$ cat src/rtl/ir_arith_pkg.sv
// Shared arithmetic definitions: divider FSM states and the default operand width.
package ir_arith_pkg;

   localparam int DEF_WIDTH = 8;

   typedef enum logic [1:0] {
      IDLE = 2'd0,
      RUN  = 2'd1,
      DONE = 2'd2
   } state_t;

endpackage

$ cat src/rtl/ir_div_step.sv
// One combinational restoring-division step: shift in a dividend bit, trial-subtract the divisor,
// keep the difference on no borrow, otherwise restore the shifted remainder.
module ir_div_step #(
   parameter int N = 8
) (
   input  logic [N-1:0] part_rem,
   input  logic         next_bit,
   input  logic [N-1:0] divisor,
   output logic [N-1:0] new_rem,
   output logic         qbit
);

   logic [N:0] shifted;
   logic [N:0] diff;
   logic       borrow;

   assign shifted        = {part_rem, next_bit};
   assign {borrow, diff} = {1'b0, shifted} - {2'b00, divisor};
   assign qbit           = ~borrow;
   // Whenever the divisor is nonzero the kept value is below it, so N bits always suffice.
   assign new_rem        = N'(qbit ? diff : shifted);

endmodule

$ cat src/rtl/ir_seqdiv.sv
// Sequential restoring divider: START in IDLE gives DONE N+1 cycles later; START is ignored while BUSY.
// Optional signed mode (truncating, remainder takes dividend sign) when IR_SEQDIV_SIGNED_EN is defined.
module ir_seqdiv #(
   parameter int N = ir_arith_pkg::DEF_WIDTH
) (
   input  logic         CLK,
   input  logic         RESETN,
   input  logic         START,
   input  logic [N-1:0] A,
   input  logic [N-1:0] B,
`ifdef IR_SEQDIV_SIGNED_EN
   input  logic         SIGNED,
`endif
   output logic         BUSY,
   output logic         DONE,
   output logic [N-1:0] Q,
   output logic [N-1:0] R,
   output logic         DIVZ
);

   localparam int CW = $clog2(N + 1);

   ir_arith_pkg::state_t state, state_nxt;

   logic [CW-1:0] cnt;
   logic [N-1:0]  dvd;
   logic [N-1:0]  dvs;
   logic [N-1:0]  rem;
   logic [N-1:0]  a_hold;
   logic          neg_q;
   logic          neg_r;
   logic          divz_pend;
   logic          sgn;
   logic          last_step;
   logic [N-1:0]  a_mag;
   logic [N-1:0]  b_mag;
   logic [N-1:0]  step_rem;
   logic          step_q;
   logic [N-1:0]  q_raw;
   logic [N-1:0]  q_fin;
   logic [N-1:0]  r_fin;

`ifdef IR_SEQDIV_SIGNED_EN
   assign sgn = SIGNED;
`else
   assign sgn = 1'b0;
`endif

   assign a_mag     = (sgn && A[N-1]) ? (~A + 1'b1) : A;
   assign b_mag     = (sgn && B[N-1]) ? (~B + 1'b1) : B;
   assign last_step = (cnt == CW'(N - 1));
   assign q_raw     = {dvd[N-2:0], step_q};

   // Divide-by-zero result is forced so it is independent of the sign fixups.
   assign q_fin = divz_pend ? '1     : (neg_q ? (~q_raw + 1'b1)    : q_raw);
   assign r_fin = divz_pend ? a_hold : (neg_r ? (~step_rem + 1'b1) : step_rem);

   ir_div_step #(.N(N)) u_step (
      .part_rem (rem),
      .next_bit (dvd[N-1]),
      .divisor  (dvs),
      .new_rem  (step_rem),
      .qbit     (step_q)
   );

   always_ff @(posedge CLK) begin
      if (!RESETN) begin
         state <= ir_arith_pkg::IDLE;
      end else begin
         state <= state_nxt;
      end
   end

   always_comb begin
      state_nxt = state;
      BUSY      = 1'b1;
      DONE      = 1'b0;
      case (state)
         ir_arith_pkg::IDLE: begin
            BUSY = 1'b0;
            if (START) state_nxt = ir_arith_pkg::RUN;
         end
         ir_arith_pkg::RUN: begin
            if (last_step) state_nxt = ir_arith_pkg::DONE;
         end
         ir_arith_pkg::DONE: begin
            DONE      = 1'b1;
            state_nxt = ir_arith_pkg::IDLE;
         end
         default: begin
            BUSY      = 1'b0;
            state_nxt = ir_arith_pkg::IDLE;
         end
      endcase
   end

   always_ff @(posedge CLK) begin
      if (!RESETN) begin
         cnt       <= '0;
         dvd       <= '0;
         dvs       <= '0;
         rem       <= '0;
         a_hold    <= '0;
         neg_q     <= 1'b0;
         neg_r     <= 1'b0;
         divz_pend <= 1'b0;
         Q         <= '0;
         R         <= '0;
         DIVZ      <= 1'b0;
      end else begin
         case (state)
            ir_arith_pkg::IDLE: begin
               if (START) begin
                  dvd       <= a_mag;
                  dvs       <= b_mag;
                  rem       <= '0;
                  cnt       <= '0;
                  a_hold    <= A;
                  neg_q     <= sgn & (A[N-1] ^ B[N-1]);
                  neg_r     <= sgn & A[N-1];
                  divz_pend <= (B == '0);
               end
            end
            ir_arith_pkg::RUN: begin
               dvd <= q_raw;
               rem <= step_rem;
               cnt <= cnt + 1'b1;
               if (last_step) begin
                  Q    <= q_fin;
                  R    <= r_fin;
                  DIVZ <= divz_pend;
               end
            end
            default: begin
            end
         endcase
      end
   end

endmodule

$ cat config.mk
export PLATFORM = sky130hd
export DESIGN_NAME = ir_seqdiv
export DESIGN_NICKNAME = d
export VERILOG_FILES = /design/src/rtl/ir_arith_pkg.sv /design/src/rtl/ir_div_step.sv /design/src/rtl/ir_seqdiv.sv
export SDC_FILE = /design/constraint.sdc
export NUM_CORES = 1
export LEC_CHECK = 0
export CAP_MARGIN = 0
export CORE_MARGIN = 2
export CORE_UTILIZATION = 35
export CTS_CLUSTER_DIAMETER = 100
export CTS_CLUSTER_SIZE = 10
export DETAILED_ROUTE_END_ITERATION = 8
export PLACE_DENSITY = 0.53
export SYNTH_ARGS = -nofsm -noshare
export SYNTH_HDL_FRONTEND = slang
export SYNTH_SLANG_ARGS = --single-unit
$ cat constraint.sdc
create_clock -name CLK -period 4.7 [get_ports CLK]
set_input_delay 0.47 -clock CLK [delete_from_list [all_inputs] [get_ports CLK]]
set_output_delay 0.47 -clock CLK [all_outputs]
set_load 0.02 [all_outputs]
==> flow_summary_export.csv, run 1 <==
group,metric,value,unit
clock_network,cts-buffers-inserted,5,
place,globalplace.congestion,0.792,
detailed_routing,antenna_left,0,
die,core_area,7610,um2
synth,synth.distinct_cells,46,
global_routing,grt_max_degree,30,
detailed_routing,dr.pass1.iters,4,
clock_network,cts_hold_buf,0,
detailed_routing,avgRoutedWirePerCell,14.2,um
clock_network,clk_latency,0.31,ns
global_routing,grt_pass1_wl,11200,um
global_routing,gr-total-overflow,0,
setup_path,crit_required,4.92,ns
die,fp.dieW,92.0,um
flow_run,drv_cap,0,
setup_path,critical_path.startpoint,"state[1]",
timing,fmax,0.396,GHz
detailed_routing,viasPerCell,5.04,
power,total_power,1.01,mW
place,dp_hpwl,4680,um
timing,rsz0062_at_grt,"no",
global_routing,grt_pass1_vias,2300,
detailed_routing,wirelength,6530,um
clock_network,cts_setup_buffers,0,
detailed_routing,vias,2322,
power,power.leakage,1.23,nW
timing,fin_tns_setup,0,ns
synth,synth_top_family_by_area,"simple AND/OR/NAND/NOR gates",
layout,final_nets,391,
clock_network,cts_max_path_buffers,2,
layout,drive_above_1_share,0.0279,
layout,final_area,3220,um2
synth,syn_inst,331,
clock_network,path_clk_slew,0.09,ns
place,placed_cell_area,3140,um2
timing,timing.hold.ws,0.459,ns
place,placed_cells,454,
synth,synthAdderAreaFrac,0.0628,
synth,ys_seq_area_frac,0.414,
die,die_h,92.0,um
clock_network,cts_max_level,2,
die,initial_core_util,0.356,
hold_path,worstHoldStart,"a_hold[7]",
detailed_routing,route.met2.wl,2900,um
synth,muxShareOfSynthArea,0.0407,
setup_path,crit_fanout,22,
synth,syn_nets,363,
synth,ys_warn_count,0,
power,peakVddDrop,0.149,mV
timing,fin_skew,0.00975,ns
die,rows,32,
die,dieArea,8460,um2
layout,area_growth,18.9,%
timing,tightest_slew,0.914,ns
layout,antennaDiodeCount,0,
setup_path,start_kind,"register",
timing,slew_violations,0,
setup_path,rrSetupSlack,2.17,ns
timing,fin_crit_sh,0.538,
setup_path,setup.worst_path.class,"reg -> reg",
clock_network,cts.repair.resized,0,
die,ios,38,
setup_path,cp.arrival,2.75,ns
detailed_routing,initialDrtViolationCount,89,
setup_path,worstReg2RegStart,"state[1]",
synth,synth-compound-area-share,0.202,
detailed_routing,drc,0,
power,p_per_area,315,nW/um2
timing,finalHoldViolations,0,
layout,fin_cells,461,
synth,synth-seq-cells,56,
synth,synth_area,2710,um2
clock_network,root_buffer,"clkbuf_8",
synth,synth-xor-area-share,0.0129,
status,outcome,"completed",
timing,fin_crit,2.53,ns
detailed_routing,wl_met1,3340,um
detailed_routing,dr.max_layer_used,"met4",
hold_path,min_path_type,"reg -> reg",
synth,syn_area_per_cell,8.18,um2
synth,yosys.area_share.simple,0.215,
detailed_routing,dr_wl_met3,185,um
global_routing,antenna_found_initial,0,
clock_network,numClockSinks,56,
timing,finalSetupViolCount,0,
global_routing,track_usage,0.164,
setup_path,worst_setup_path_end_kind,"register",
place,portBuffers,37,
clock_network,cts_tree,"built",
timing,relSlewSlack,0.391,
## per-layer routing
layer  up-vias  GRT usage
met5         -          0
met4         0     0.0547
met3        10     0.0255
met2        33      0.263
met1      1052      0.226
li1       1227          -
## layout by cell type, fill, tap and decap left out, types with 7 or more instances in the layout
cell type and n:
nor3_1 15, nand2_1 52, inv_1 17, dfxtp_1 56, nor2_1 25, and3_1 8, a21oi_1 34, clkdlybuf4s50_1 37
o21ai_1 9, a211oi_1 10, o22ai_1 7, mux2i_1 11, ha_1 12
## metrics by stage
step	util	setup slack, ns
floorplan	-	2.76
global placement	0.413	2.01
detailed placement	0.413	1.97
CTS	0.423	2.19
global route	0.423	1.98
finish	0.423	2.17
## state kept, by name, summed over array words and instances, names as in the netlist, 2 cells and up
signal / flops
R: 8
dvs: 8
a_hold: 8
rem: 8
dvd: 8
Q: 8
cnt: 4
state: 2
## Yosys cell counts (all sizes together)
library cell | instances | area [um2]
a2111oi | 2 | 36.3
a211o | 2 | 17.5
a211oi | 10 | 75.1
a21o | 2 | 15.0
a21oi | 34 | 170
a221oi | 1 | 8.76
a22oi | 1 | 7.51
a31oi | 1 | 6.26
a32oi | 3 | 26.3
and2 | 2 | 12.5
and3 | 8 | 50.1
and4b | 1 | 10.0
buf | 7 | 36.3
clkbuf | 11 | 41.3
dfxtp | 56 | 1120
fa | 1 | 20.0
ha | 12 | 150
inv | 17 | 63.8
mux2i | 11 | 110
nand2 | 52 | 195
nand2b | 3 | 18.8
nand3 | 5 | 25.0
nand3b | 2 | 15.0
nand4 | 3 | 18.8
nand4b | 1 | 8.76
nor2 | 26 | 100
nor2b | 1 | 6.26
nor3 | 15 | 75.1
nor3b | 2 | 15.0
nor4 | 3 | 18.8
o21a | 1 | 7.51
o21ai | 15 | 75.1
o221ai | 2 | 17.5
o22ai | 7 | 43.8
o311ai | 1 | 8.76
o31ai | 3 | 22.5
o32a | 1 | 10.0
or2 | 1 | 6.26
or3 | 1 | 6.26
xnor2 | 3 | 26.3
xor2 | 1 | 8.76
## power by group
group          switching (mW)  internal, mW
Combinational           0.152         0.100
Clock                   0.147         0.102
Sequential             0.0157         0.497
## critical path, cell delays in order (launching register included)
cell and delay (ns):
dfxtp_1 0.34, inv_1 0.08, ha_1 0.76, and4b_1 0.81, and3_1 0.24, a21oi_1 0.04
o22ai_1 0.16
## cell type report
class                           instances  area [um2]
Sequential cell                        56        1120
Timing Repair Buffer                   39         385
Inverter                               17        63.8
Fill cell                             776        4390
Clock buffer                            6        72.6
Clock inverter                          1        5.00
Tap cell                              102         128
Multi-Input combinational cell        240        1450
## cell families after synthesis
family,count (synthesis)
adders and majority gates,13
DFF,56
xor gates and xnor gates,4
muxes,11
and+or+nand+nor,126
buffers and inverters,35
AOI/OAI and AO/OA,86
## worst paths after layout
path | to | cells past startpoint
max | R[4] | 6
min | a_hold[7] | 2
max reg2reg | R[4] | 6
min reg2reg | a_hold[7] | 2
No activity file was read; power rests on OpenSTA's default activity.
==> run 2: changes to the inputs <==
- clock period: 4.7 -> 2.5 ns (I/O delays scaled with it)
==> flow_summary_export.csv, run 2 (same netlist as run 1, synthesis figures left out) <==
group,metric,value,unit
status,outcome,"completed",
die,initial_core_util,0.356,
timing,fin_tns_setup,0,ns
detailed_routing,viasPerCell,5.06,
layout,final_area,3300,um2
clock_network,path_clk_slew,0.10,ns
setup_path,rrSetupSlack,0.33,ns
global_routing,grt_pass1_vias,2324,
clock_network,clk_latency,0.31,ns
layout,final_nets,395,
timing,relSlewSlack,0.534,
place,globalplace.congestion,0.771,
setup_path,worstReg2RegEnd,"R[6]",
setup_path,worst_setup_path_end_kind,"register",
timing,tightest_slew,0.699,ns
detailed_routing,initialDrtViolationCount,114,
power,p_int,1.53,mW
clock_network,cts_max_level,2,
layout,layout_common_cells,"56 x dfxtp_1, 52 x nand2_1, 37 x clkdlybuf4s50_1, 34 x a21oi_1, 25 x nor2_1",
setup_path,path_cells,"inv_1 > ha_1 > inv_1 > fa_1 > a211o_1 > a2111oi_0 > nand3b_1 > mux2i_1 > o22ai_1",
die,ios,38,
setup_path,critPathTopFamily,"compound AO/OA/AOI/OAI gates",
place,placed_cell_area,3170,um2
timing,fin_skew,0.0112,ns
layout,final_util,0.434,
timing,rsz0062_at_grt,"no",
clock_network,cts_setup_buffers,0,
setup_path,start_kind,"register",
setup_path,crit_required,2.73,ns
setup_path,critical_path.startpoint,"dvd[7]",
timing,fin_crit_sh,0.869,
die,rows,32,
layout,drive_above_1_share,0.0441,
setup_path,reg2reg_depth,9,
setup_path,crit_fanout,3,
timing,slew_violations,0,
global_routing,antenna_found_initial,0,
die,dieArea,8460,um2
layout,layout_commonest_cell,"dfxtp_1",
place,dp_hpwl,4730,um
setup_path,slowest_delay,0.40,ns
global_routing,grt_pass1_wl,11700,um
die,core_area,7610,um2
power,switchingPower,0.607,mW
setup_path,setup.worst_path.class,"reg -> reg",
detailed_routing,antenna_left,0,
die,die_h,92.0,um
global_routing,grt_max_degree,47,
flow_run,drv_cap,0,
global_routing,gr-total-overflow,0,
timing,finalSetupViolCount,0,
detailed_routing,vias,2351,
detailed_routing,drc,0,
setup_path,critical_path_buf_inv_count,2,
layout,antennaDiodeCount,0,
hold_path,min_path_type,"reg -> reg",
place,portBuffers,37,
setup_path,cpMostUsedCell,"inv_1",
power,total_power,2.14,mW
detailed_routing,dr.pass1.iters,4,
layout,area_growth,22.0,%
power,power_frac_seq,0.451,
clock_network,numClockSinks,56,
setup_path,worstReg2RegStart,"dvd[7]",
clock_network,root_buffer,"clkbuf_8",
timing,fin_crit,2.17,ns
setup_path,crit_cells,9,
power,clkPwrFrac,0.322,
clock_network,cts-buffers-inserted,5,
global_routing,track_usage,0.170,
power,peakVddDrop,0.236,mV
setup_path,crit_slowest_cell,"fa_1",
setup_path,endpoint,"R[6]",
power,combPwrFrac,0.227,
detailed_routing,avgRoutedWirePerCell,14.3,um
clock_network,cts_max_path_buffers,2,
power,power.leakage,1.27,nW
power,swShare,0.284,
power,p_per_area,647,nW/um2
timing,finalHoldViolations,0,
die,fp.dieW,92.0,um
setup_path,cp.arrival,2.40,ns
timing,fmax,0.461,GHz
clock_network,cts_tree,"built",
detailed_routing,wirelength,6650,um
==> run 2: worst reg2reg max path, delay by kind of cell (launching register included) <==
| family | cells | cell delay (ns) |
|---|---|---|
| flops | 1 | 0.35 |
| compound gates | 3 | 0.77 |
| fa+ha+maj | 2 | 0.55 |
| mux | 1 | 0.11 |
| buf+inv | 2 | 0.12 |
| simple gates | 1 | 0.19 |
==> run 2: layout make-up <==
class,instances,area [um2]
clock inverter,2,60.1
fill,811,4300
multi-input combinational,240,1450
tap,102,128
clock buffer,5,68.8
sequential,56,1120
timing repair buffer,43,415
inverter,17,63.8
==> run 2: routing by layer <==
| metal | global-route usage | share of wire |
|---|---|---|
| met1 | 0.242 | 0.51 |
| met5 | 0 | 0 |
| met4 | 0.0485 | 0.012 |
| met3 | 0.0197 | 0.028 |
| met2 | 0.270 | 0.45 |
==> run 2: worst min path at each step <==
stage / start / to / slack (ns) / cells past startpoint
floorplan: RESETN / R[5] / 0.37 / 2
global placement: a_hold[2] / a_hold[2] / 0.44 / 2
detailed placement: a_hold[2] / a_hold[2] / 0.45 / 2
CTS: a_hold[7] / a_hold[7] / 0.46 / 2
global route: a_hold[7] / a_hold[7] / 0.48 / 2
finish: a_hold[7] / a_hold[7] / 0.46 / 2
==> run 2: what timing repair did <==
item | CTS | global route
hold buffers | 0 | 0
endpoints found under the setup margin | 0 | 1
gates resized for setup | 0 | 1
==> run 2: power by group through the flow <==
stage / logic (mW) / clock network (mW) / registers [mW]
2_1_floorplan: 0.364 / 0 / 0.976
3_5_place_dp: 0.478 / 0 / 0.984
3_3_place_gp: 0.478 / 0 / 0.984
5_1_grt: 0.546 / 0.738 / 0.970
4_1_cts: 0.481 / 0.702 / 0.964
6_report: 0.485 / 0.688 / 0.964
==> run 2: per-stage QoR <==
| stage | setup slack (ns) | hold slack [ns] | std cells |
|---|---|---|---|
| 6_report | 0.329 | 0.457 | 465 |
| 5_1_grt | 0.116 | 0.476 | 465 |
| 4_1_cts | 0.218 | 0.458 | 465 |
| 3_5_place_dp | 0.247 | 0.445 | 458 |
| 3_3_place_gp | 0.320 | 0.439 | 458 |
| 2_1_floorplan | 0.559 | 0.369 | 331 |
==> run 3: changes to the inputs <==
--- a/constraint.sdc
+++ b/constraint.sdc
@@ -3,2 +3,2 @@
 set_output_delay 0.25 -clock CLK [all_outputs]
-set_load 0.02 [all_outputs]
+set_load 0.1 [all_outputs]
==> flow_summary_export.csv, run 3 (same netlist as run 1, synthesis figures left out) <==
group,metric,value,unit
power,switchingPower,0.639,mW
layout,layout_commonest_cell,"dfxtp_1",
die,ios,38,
layout,final.fill_count,813,
timing,slew_violations,0,
flow_run,drv_cap,0,
timing,fin_crit,2.25,ns
detailed_routing,dr.pass1.iters,4,
power,swShare,0.325,
die,initial_core_util,0.356,
clock_network,cts.repair.resized,0,
global_routing,antenna_found_initial,0,
layout,layout_common_cells,"56 x dfxtp_1, 52 x nand2_1, 34 x a21oi_1, 26 x buf_4, 25 x nor2_1",
die,rows,32,
layout,final_util,0.424,
die,fp.dieW,92.0,um
hold_path,worstHoldStart,"a_hold[7]",
clock_network,path_clk_slew,0.12,ns
detailed_routing,wirelength,6750,um
setup_path,crit_required,2.70,ns
timing,fin_skew,0.0207,ns
setup_path,worst_setup_path_end_kind,"register",
power,peakVddDrop,0.266,mV
layout,area_growth,19.1,%
timing,finalSetupViolCount,0,
global_routing,grt_pass1_wl,11400,um
layout,antennaDiodeCount,0,
detailed_routing,antenna_left,0,
setup_path,critical_path.startpoint,"dvs[6]",
status,outcome,"completed",
clock_network,cts_hold_buf,0,
timing,rsz0062_at_grt,"no",
timing,fin_crit_sh,0.900,
global_routing,gr-total-overflow,0,
clock_network,cts_max_path_buffers,2,
setup_path,worstReg2RegStart,"dvs[6]",
clock_network,cts_setup_buffers,0,
timing,fmax,0.445,GHz
die,dieArea,8460,um2
clock_network,cts_max_level,2,
setup_path,cp.arrival,2.45,ns
clock_network,cts-buffers-inserted,5,
layout,drive_above_1_share,0.0986,
global_routing,grt_pass1_vias,2324,
detailed_routing,viasPerCell,5.03,
detailed_routing,drc,0,
power,p_per_area,610,nW/um2
die,die_h,92.0,um
clock_network,clk_latency,0.32,ns
hold_path,min_path_type,"reg -> reg",
detailed_routing,initialDrtViolationCount,125,
clock_network,root_buffer,"clkbuf_8",
setup_path,crit_fanout,8,
detailed_routing,vias,2351,
detailed_routing,avgRoutedWirePerCell,14.5,um
clock_network,cts_tree,"built",
power,p_int,1.33,mW
power,power.leakage,1.29,nW
place,portBuffers,37,
power,total_power,1.97,mW
timing,fin_tns_setup,0,ns
place,globalplace.congestion,0.764,
layout,multiInputGateArea,1450,um2
timing,tightest_slew,0.709,ns
layout,final_nets,396,
global_routing,track_usage,0.167,
layout,seq_area,1120,um2
global_routing,grt_max_degree,33,
power,power_frac_seq,0.490,
power,combPwrFrac,0.250,
setup_path,rrSetupSlack,0.25,ns
power,clkPwrFrac,0.260,
timing,finalHoldViolations,0,
timing,relSlewSlack,0.527,
die,core_area,7610,um2
setup_path,setup.worst_path.class,"reg -> reg",
clock_network,numClockSinks,56,
place,dp_hpwl,4900,um
setup_path,start_kind,"register",
==> run 3: cell types whose count changed in the layout (fill, tap and decap cells not counted), sizes merged <==
cell and change:
clkinvlp +2, bufinv -2, clkinv +1, buf +20, clkdlybuf4s50 -19
==> run 3: layout make-up <==
cell class              instances  share of cell area
repair buffers                 44               0.116
clock inverters                 3             0.00737
multi-input cells             240               0.448
flip-flops and latches         56               0.348
clock buffers                   5              0.0213
well taps                     102              0.0396
inverters                      17              0.0198
==> run 3: critical path, stage by stage (launching register included) <==
cell and delay (ns):
dfxtp_1 0.34, inv_1 0.05, ha_1 0.39, nand4_1 0.17, a2111oi_4 0.42, or2_1 0.36
mux2i_1 0.30, o22ai_1 0.12
==> run 3: metal layers <==
| layer | GRT usage | part of all wire |
|---|---|---|
| met1 | 0.225 | 0.51 |
| met2 | 0.276 | 0.46 |
| met3 | 0.0296 | 0.026 |
| met4 | 0.0410 | 0.0092 |
| met5 | 0 | 0 |
==> run 3: final timing paths <==
kind,end,cells past startpoint
setup / recovery,R[4],7
hold / removal,a_hold[7],2
setup reg to reg,R[4],7
hold reg to reg,a_hold[7],2
==> run 3: power groups by stage <==
stage	clock network [mW]	registers, mW	logic [mW]
4_1_cts	0.524	0.964	0.494
5_1_grt	0.568	0.969	0.547
3_3_place_gp	0	0.984	0.489
6_report	0.512	0.964	0.491
2_1_floorplan	0	0.976	0.375
3_5_place_dp	0	0.985	0.490
==> run 3: through the flow <==
stage / hold slack, ns / cell area, um2 / cells / worst slack [ns]
2_1_floorplan: 0.369 / 2710 / 331 / 0.559
3_3_place_gp: 0.438 / 3130 / 459 / 0.336
3_5_place_dp: 0.444 / 3130 / 459 / 0.246
4_1_cts: 0.458 / 3230 / 467 / 0.243
5_1_grt: 0.485 / 3230 / 467 / 0.0326
6_report: 0.455 / 3230 / 467 / 0.250
